### src/rtl/lr_d_sequencer.sv
// lr_d_sequencer: feeds the two-column leaky-ReLU-derivative datapath from a
// row-packed input stream. Column 2 is issued one cycle after column 1
// (systolic skew), and the two column results are re-joined into row-packed
// output rows.
// Optional build macro: LRD_SEQ_PERF_EN adds the stall_cycles and job_cycles
// performance counters.
module lr_d_sequencer #(
    parameter int DATA_W = 16,
    parameter int ROW_W  = 8
) (
    input  logic              clk,
    input  logic              rst,
    input  logic              start,
    input  logic [ROW_W-1:0]  num_rows,
    input  logic [DATA_W-1:0] leak_factor_in,
    output logic              busy,
    output logic              done,
    output logic              err,
    input  logic              in_valid,
    output logic              in_ready,
    input  logic [DATA_W-1:0] in_grad_1,
    input  logic [DATA_W-1:0] in_grad_2,
    input  logic [DATA_W-1:0] in_h_1,
    input  logic [DATA_W-1:0] in_h_2,
    output logic [DATA_W-1:0] dp_leak_factor,
    output logic              dp_valid_1,
    output logic              dp_valid_2,
    output logic [DATA_W-1:0] dp_data_1,
    output logic [DATA_W-1:0] dp_data_2,
    output logic [DATA_W-1:0] dp_h_1,
    output logic [DATA_W-1:0] dp_h_2,
    input  logic              dp_res_valid_1,
    input  logic              dp_res_valid_2,
    input  logic [DATA_W-1:0] dp_res_1,
    input  logic [DATA_W-1:0] dp_res_2,
`ifdef LRD_SEQ_PERF_EN
    output logic [15:0]       stall_cycles,
    output logic [15:0]       job_cycles,
`endif
    output logic              out_valid,
    output logic [DATA_W-1:0] out_data_1,
    output logic [DATA_W-1:0] out_data_2
);

    typedef enum logic [1:0] {
        ST_IDLE  = 2'd0,
        ST_FEED  = 2'd1,
        ST_DRAIN = 2'd2,
        ST_DONE  = 2'd3
    } state_e;

    state_e             state_q, state_d;
    logic [ROW_W-1:0]   num_rows_q;
    logic [DATA_W-1:0]  leak_q;
    logic [ROW_W-1:0]   issued_q;
    logic [ROW_W-1:0]   received_q;

    logic               dp_valid_1_q, dp_valid_2_q;
    logic [DATA_W-1:0]  dp_data_1_q, dp_data_2_q, dp_h_1_q, dp_h_2_q;
    logic               skew_valid_q;
    logic [DATA_W-1:0]  skew_grad_q, skew_h_q;

    logic               pending_q;
    logic [DATA_W-1:0]  hold_q;
    logic               err_q;
    logic               out_valid_q;
    logic [DATA_W-1:0]  out_data_1_q, out_data_2_q;

    logic               start_accept;
    logic               accept;
    logic               last_accept;
    logic               deskew_en;

    // A start is only honoured from IDLE; anywhere else it is ignored.
    assign start_accept = (state_q == ST_IDLE) && start;
    assign in_ready     = (state_q == ST_FEED) && (issued_q < num_rows_q);
    assign accept       = in_valid && in_ready;
    assign last_accept  = accept && ((issued_q + ROW_W'(1)) == num_rows_q);
    assign deskew_en    = (state_q == ST_FEED) || (state_q == ST_DRAIN);

    // Next-state logic for the job FSM.
    always_comb begin
        state_d = state_q;
        case (state_q)
            ST_IDLE: begin
                if (start) begin
                    state_d = (num_rows == '0) ? ST_DONE : ST_FEED;
                end
            end
            ST_FEED: begin
                if (last_accept) begin
                    state_d = ST_DRAIN;
                end
            end
            ST_DRAIN: begin
                if (received_q == num_rows_q) begin
                    state_d = ST_DONE;
                end
            end
            ST_DONE: begin
                state_d = ST_IDLE;
            end
            default: begin
                state_d = ST_IDLE;
            end
        endcase
    end

    // State register, per-job configuration latch and issue counter.
    always_ff @(posedge clk) begin
        if (!rst) begin
            state_q    <= ST_IDLE;
            num_rows_q <= '0;
            leak_q     <= '0;
            issued_q   <= '0;
        end else begin
            state_q <= state_d;
            if (start_accept) begin
                num_rows_q <= num_rows;
                leak_q     <= leak_factor_in;
                issued_q   <= '0;
            end else if (accept) begin
                issued_q <= issued_q + ROW_W'(1);
            end
        end
    end

    // Issue pipeline: column 1 one cycle after accept, column 2 one cycle later.
    always_ff @(posedge clk) begin
        if (!rst) begin
            dp_valid_1_q <= 1'b0;
            dp_valid_2_q <= 1'b0;
            skew_valid_q <= 1'b0;
            dp_data_1_q  <= '0;
            dp_h_1_q     <= '0;
            dp_data_2_q  <= '0;
            dp_h_2_q     <= '0;
            skew_grad_q  <= '0;
            skew_h_q     <= '0;
        end else begin
            dp_valid_1_q <= accept;
            skew_valid_q <= accept;
            dp_valid_2_q <= skew_valid_q;
            if (accept) begin
                dp_data_1_q <= in_grad_1;
                dp_h_1_q    <= in_h_1;
                skew_grad_q <= in_grad_2;
                skew_h_q    <= in_h_2;
            end
            if (skew_valid_q) begin
                dp_data_2_q <= skew_grad_q;
                dp_h_2_q    <= skew_h_q;
            end
        end
    end

    // De-skew: park the column-1 result until its column-2 partner arrives.
    always_ff @(posedge clk) begin
        if (!rst) begin
            pending_q    <= 1'b0;
            hold_q       <= '0;
            err_q        <= 1'b0;
            received_q   <= '0;
            out_valid_q  <= 1'b0;
            out_data_1_q <= '0;
            out_data_2_q <= '0;
        end else begin
            out_valid_q <= 1'b0;
            if (start_accept) begin
                err_q      <= 1'b0;
                received_q <= '0;
                pending_q  <= 1'b0;
            end else if (deskew_en) begin
                if (dp_res_valid_2) begin
                    if (pending_q) begin
                        out_valid_q  <= 1'b1;
                        out_data_1_q <= hold_q;
                        out_data_2_q <= dp_res_2;
                        received_q   <= received_q + ROW_W'(1);
                    end else begin
                        // Orphan column-2 result: dropped, not counted.
                        err_q <= 1'b1;
                    end
                end
                if (dp_res_valid_1) begin
                    hold_q    <= dp_res_1;
                    pending_q <= 1'b1;
                    // Second column-1 result before its partner overwrites hold.
                    if (pending_q && !dp_res_valid_2) begin
                        err_q <= 1'b1;
                    end
                end else if (dp_res_valid_2) begin
                    pending_q <= 1'b0;
                end
            end
        end
    end

`ifdef LRD_SEQ_PERF_EN
    logic [15:0] stall_cycles_q;
    logic [15:0] job_cycles_q;

    // Performance counters: input starvation in FEED and total job length.
    always_ff @(posedge clk) begin
        if (!rst) begin
            stall_cycles_q <= '0;
            job_cycles_q   <= '0;
        end else if (start_accept) begin
            stall_cycles_q <= '0;
            job_cycles_q   <= 16'd1;
        end else begin
            if (in_ready && !in_valid && (stall_cycles_q != 16'hFFFF)) begin
                stall_cycles_q <= stall_cycles_q + 16'd1;
            end
            if ((state_q != ST_IDLE) && (job_cycles_q != 16'hFFFF)) begin
                job_cycles_q <= job_cycles_q + 16'd1;
            end
        end
    end

    assign stall_cycles = stall_cycles_q;
    assign job_cycles   = job_cycles_q;
`endif

    assign busy           = (state_q != ST_IDLE);
    assign done           = (state_q == ST_DONE);
    assign err            = err_q;
    assign dp_leak_factor = leak_q;
    assign dp_valid_1     = dp_valid_1_q;
    assign dp_valid_2     = dp_valid_2_q;
    assign dp_data_1      = dp_data_1_q;
    assign dp_data_2      = dp_data_2_q;
    assign dp_h_1         = dp_h_1_q;
    assign dp_h_2         = dp_h_2_q;
    assign out_valid      = out_valid_q;
    assign out_data_1     = out_data_1_q;
    assign out_data_2     = out_data_2_q;

endmodule

### config.mk
export PLATFORM = sky130hd
export DESIGN_NAME = lr_d_sequencer
export DESIGN_NICKNAME = d
export VERILOG_FILES = /design/src/rtl/lr_d_sequencer.sv
export SDC_FILE = /design/constraint.sdc
export NUM_CORES = 1
export LEC_CHECK = 0
export BUFFER_PORTS_ARGS = -buffer_cell sky130_fd_sc_hd__buf_2
export CORE_MARGIN = 2
export CORE_UTILIZATION = 45
export CTS_BUF_LIST = sky130_fd_sc_hd__clkbuf_4
export CTS_CLUSTER_DIAMETER = 120
export DETAILED_ROUTE_END_ITERATION = 8
export PLACE_DENSITY_LB_ADDON = 0.05
export SETUP_SLACK_MARGIN = 0.1
export SYNTH_ARGS = -nofsm -noshare
export SYNTH_HDL_FRONTEND = slang
export SYNTH_SLANG_ARGS = --single-unit
### constraint.sdc
create_clock -name clk -period 3.15 [get_ports clk]
set_clock_uncertainty 0.15 [all_clocks]
set_input_delay 0.1575 -clock clk [delete_from_list [all_inputs] [get_ports clk]]
set_output_delay 0.1575 -clock clk [all_outputs]
set_load 0.05 [all_outputs]
# --- Yosys cells after proc, flatten, opt, wreduce, memory -nomap -nowiden ---
# Cells that the tools add are included.
totals:
  wordCells: 64
  in_bits: 126
  romBits: 0
  latch_bits: 0
  regBits: 191
  out_inout_bits: 119
  n_memories: 0
  ramBits: 0
classes:
  n_bitwise: 4
  n_eq_ne: 8
  addsub: 2
  shift: 0
  mul: 0
  n_div: 0
  n_reduce_logical: 18
  magnitude_cmp: 1
  muxes: 12
ops:
  columns: ["operator", "n"]
  rows:
  - ["adder 8 x 1 -> 8 bit, second input constant", 2]
  - ["== test 8 bit", 2]
  - ["AND reduction 3 bit", 3]
  - ["logical NOT 8 bit", 1]
  - ["< comparator 8 bit", 1]
  - ["two-way mux 2 bit", 4]
  - ["case mux 2 bit (4 select lines)", 1]
  - ["two-way mux 1 bit", 7]
  - ["logical AND 1 bit", 5]
  - ["== test 2 bit, second input constant", 2]
  - ["!= test 2 bit, second input constant", 2]
  - ["NOT 1 bit", 4]
  - ["AND reduction 4 bit", 1]
  - ["nonzero test 2 bit", 2]
  - ["OR reduction 4 bit", 1]
  - ["== test 2 x 1 -> 1 bit, second input constant", 1]
  - ["logical NOT 2 bit", 1]
  - ["!= test 2 x 1 -> 1 bit, second input constant", 1]
  - ["AND reduction 2 bit", 1]
  - ["OR reduction 2 bit", 1]
  - ["logical NOT 1 bit", 1]
  - ["logical OR 1 bit", 1]

# --- Depth between registers and ports, before layout ---
depth:
  depth_word: 6
  mapped_depth: 12
  depth_no_buf: 9

# --- Least setup slack after synthesis ---
# Ideal clock, no wire load.
synth_path:
  kind: "reg2reg"
  from: "reg num_rows_q[5]"
  to: "reg issued_q[6]"
  required_ps: 2872
  path_buffers: 3
  path_stages_with_launch: 13
  setup_ps: 128
  setup_slack_ps: 638
  t_arrival_ps: 2234
  period_less_slack_ps: 2512
  cell_sequence: "dfxtp_1 -> clkbuf_1 -> inv_1 -> ha_1 -> and4_4 -> a2111oi_4 -> nand2_1 -> or2_1 -> buf_6 -> buf_6 -> nor3_4 -> xnor2_1 -> nor2_1"
synth_between:
  elab_chain_len: 3
synth_rtl:
  columns: ["element", "line_no", "text"]
  rows:
  - ["from (decl)", "53", "logic [ROW_W-1:0] num_rows_q;"]
  - ["from (signal assigned)", "119", "num_rows_q <= num_rows;"]
  - ["< comparator 8 bit", "76", "assign in_ready = (state_q == ST_FEED) && (issued_q < num_rows_q);"]
  - ["logical AND 1 bit", "76", null]
  - ["logical AND 1 bit", "77", "assign accept = in_valid && in_ready;"]
  - ["to (signal assigned)", "123", "issued_q <= issued_q + ROW_W'(1);"]
  - ["to (decl)", "55", "logic [ROW_W-1:0] issued_q;"]
# Every way passes these cells.
# A chain may end at the register's enable or synchronous reset.

# --- Worst setup path after layout ---
layout_path:
  from: "reg num_rows_q[7]"
  to: "reg state_q[0]"
layout_between:
  elab_chain_len: 6
  elab_cells_between_ends: 9
  cone_classes: "order compare (1); eq/ne (4); reduce/logical (4)"
layout_rtl:
  columns: ["element", "line_no", "text"]
  rows:
  - ["< comparator 8 bit", "76", null]
  - ["logical AND 1 bit", "76", null]
  - ["logical AND 1 bit", "77", null]
  - ["logical AND 1 bit", "78", "assign last_accept = accept && ((issued_q + ROW_W'(1)) == num_rows_q);"]
  - ["!= test 2 bit (no source line)", null, null]
  - ["AND reduction 3 bit (no source line) *", null, null]
  - ["to (signal assigned)", "117", "state_q <= state_d;"]
  - ["to (decl)", "52", "state_e state_q, state_d;"]
# Every way passes the cells marked *; elsewhere a longest branch is shown, timed or not.

==> results.cfg <==
[routing]
first_pass_iters = 5
wl_um = 20400
routedWlPerCell_um = 13.8
drt_iter0_drc = 337
via_count = 7074
ant_nets = 0
vias_per_cell = 4.77
drc = 0

[floorplan]
die_x_um = 135
dieArea_mm2 = 0.0182
fp.coreArea_mm2 = 0.0166
num_io_pins = 245
row_count = 47
die_h_um = 135
start_util_pct = 46.2

[worst_setup_path]
crit_chain = inv_1, ha_1, and4_4, a2111oi_4, nand2_1, nor2_4, a41oi_1, nor2_1, o221a_2, dlygate4sd3_1
critical_path.top_delay_family = compound AO/OA/AOI/OAI gates
cp-end-kind = flip-flop
crit_path_max_fanout = 4
crit_buf_inv = 2
slowest_delay_ns = 0.54
cp.arrival_ns = 3.32
crit_slowest_cell = dlygate4sd3_1
worstSetupPathType = reg -> reg
rr_startpoint = num_rows_q[7]
startpoint = num_rows_q[7]
worst_ep_required_time_ns = 3.52
critPathLaunchType = flip-flop

[final_layout]
seq_area_mm2 = 0.00383
finish.instance_area_mm2 = 0.0109
final_cell_mix = 291 x nand2_1, 243 x buf_2, 189 x dfxtp_1
utilization_pct = 65.4
multi_input_area_mm2 = 0.00359
syn_to_final_growth_pct = 41.6
fillCellCount = 1436
nNetsFinal = 1390
mostFrequentLayoutCell = nand2_1
drive_gt1_share_pct = 23.6

[yosys]
synth_nets = 1019
synth.avg_cell_area_um2 = 8.76
syn_inst = 878
yosysUniqueCellTypes = 38
ys_seq_area_share_pct = 49.7
netlist_area_mm2 = 0.00769
yosys_warnings = 0
synth-seq-cells = 191

[timing]
worst_pin_slew_ns = 0.681
min_period_over_period_pct = 93.6
fmax_ghz = 0.339
relSlewSlack_pct = 54.5
rsz0062_at_grt = true
maxSlewViolCount = 0
layout_min_cycle_time_ns = 2.95
fin_tns_setup_ns = 0
layout_setup_ws_ns = 0.203
setup_viol = 0
final_hold_viol_count = 0

[global_routing]
grt_overflow = 0
grt_pass1_vias = 6837
grt_start_max_net_pins = 97
grt_pass1_wl_um = 32900
antenna_found_initial = 1
track_usage_pct = 22.3

[flow_run]
cap_viol_max_count = 0

[worst_hold_path]
hold_path.class = in -> reg
min-delay-start = in_valid

[power_and_ir_drop]
peakVddDrop_v = 0.000299
power_density_mw_per_mm2 = 528
leakage_nw = 4.50
finalPower_mw = 5.75

[outcome]
status = complete, no violations

[clock_tree]
cts_tree = yes
clock_latency_ns = 0.57
root_buffer = clkbuf_4
numCtsBuffers = 17
cts_max_level = 4
clock_path_buffers = 2
clk_pin_slew_ns = 0.17
cts.sinks = 191

[placed_design]
gp_congestion = 0.776
dp_hpwl_um = 12800
postPlaceCellArea_mm2 = 0.00907
portBuffers = 244
dp_slack_ns = 0.342
==> report_power, final <==
group          internal, mW  switching, mW  leakage, nW
combinational         0.620           1.05         2.80
clock                 0.429          0.894        0.150
sequential             2.63          0.134         1.55
total                  3.68           2.08         4.50
==> cells by family after synthesis <==
logic type / after synthesis / share of synthesized area, %
AND/OR/NAND/NOR: 383 / 21.0
flip-flops: 191 / 49.7
AO/OA/AOI/OAI: 152 / 15.0
buffers and inverters: 70 / 3.68
XOR/XNOR: 34 / 3.87
multiplexers: 33 / 4.29
adder cells (fa/ha/maj): 15 / 2.44
==> routing by layer <==
metal	wire, µm	track usage (%)	part of all wire (%)	up-vias
met4	354	6.67	1.7	0
li1	-	-	-	3590
met3	1410	6.87	6.9	27
met5	0	0	0	-
met1	9230	27.8	45	3262
met2	9440	37.3	46	195
==> per-stage QoR <==
stage	std cells	hold slack [ns]
5_1_grt	1483	0.132
3_3_place_gp	1297	0.252
3_5_place_dp	1297	0.257
4_1_cts	1482	0.103
2_1_floorplan	878	0.142
6_report	1483	0.140
==> synth_stat cells <==
| cell type | count | area share [%] |
|---|---|---|
| a21boi_1 | 12 | 1.2 |
| dfxtp_1 | 191 | 50 |
| a21boi_0 | 124 | 12 |
| nand2_1 | 291 | 14 |
| buf_2 | 4 | 0.26 |
| nand3_1 | 9 | 0.59 |
| o211ai_1 | 1 | 0.098 |
| nand2b_1 | 1 | 0.081 |
| and2_1 | 3 | 0.24 |
| buf_1 | 1 | 0.049 |
| a21o_1 | 1 | 0.098 |
| or2_1 | 1 | 0.081 |
| a41oi_1 | 1 | 0.11 |
| nor3_1 | 2 | 0.13 |
| a21oi_1 | 6 | 0.39 |
| nor2_2 | 1 | 0.081 |
| and4_1 | 1 | 0.11 |
| a31oi_1 | 1 | 0.081 |
| nor2_1 | 24 | 1.2 |
| o2111ai_1 | 1 | 0.11 |
| mux2i_1 | 33 | 4.3 |
| and4b_1 | 1 | 0.13 |
| and4_4 | 1 | 0.15 |
| nor4_1 | 2 | 0.16 |
| and3_1 | 4 | 0.33 |
| a2111oi_4 | 1 | 0.36 |
| o32ai_1 | 1 | 0.11 |
| buf_6 | 2 | 0.29 |
| xnor2_1 | 24 | 2.7 |
| o21ai_0 | 1 | 0.065 |
| nand4_1 | 7 | 0.57 |
| inv_1 | 13 | 0.63 |
| nor3_4 | 1 | 0.21 |
| ha_1 | 15 | 2.4 |
| o221a_2 | 2 | 0.29 |
| xor2_1 | 10 | 1.1 |
| clkbuf_1 | 50 | 2.4 |
| nor2b_1 | 34 | 2.8 |
==> sequential cells by signal, summed over array words and instances, names as in the netlist, 16 cells and up <==
name	flops
skew_grad_q	16
out_data_1	16
dp_data_2	16
out_data_2	16
skew_h_q	16
dp_h_2	16
dp_data_1	16
hold_q	16
dp_h_1	16
dp_leak_factor	16
==> final timing paths <==
check,to,slack [ns],cells after the start
setup / recovery,state_q[0],0.20,10
hold / removal,dp_data_1[13],0.14,6
setup reg to reg,state_q[0],0.20,10
hold reg to reg,dp_h_1[5],0.31,2
==> area by class of cell <==
| type | count | area share (%) |
|---|---|---|
| sequential | 191 | 35.1 |
| multi-input combinational | 617 | 33.0 |
| timing repair buffer | 409 | 26.3 |
| tap | 220 | 2.53 |
| clock inverter | 14 | 1.38 |
| clock buffer | 18 | 1.24 |
| inverter | 13 | 0.448 |
| antenna | 1 | 0.0230 |
==> repair_timing <==
action | CTS | global route
endpoints found under the setup margin | 0 | 16
gates resized for setup | 0 | 2
hold endpoints to repair | 142 | 0
setup buffers | 0 | 0
hold buffers | 153 | 0
==> worst min-delay path, stage by stage <==
cell and delay [ns]:
buf_2 0.11, nand2_1 0.11, nor2_4 0.05, buf_4 0.23, nand2_1 0.10, a21boi_0 0.06
No activity file was read; power rests on OpenSTA's default activity.
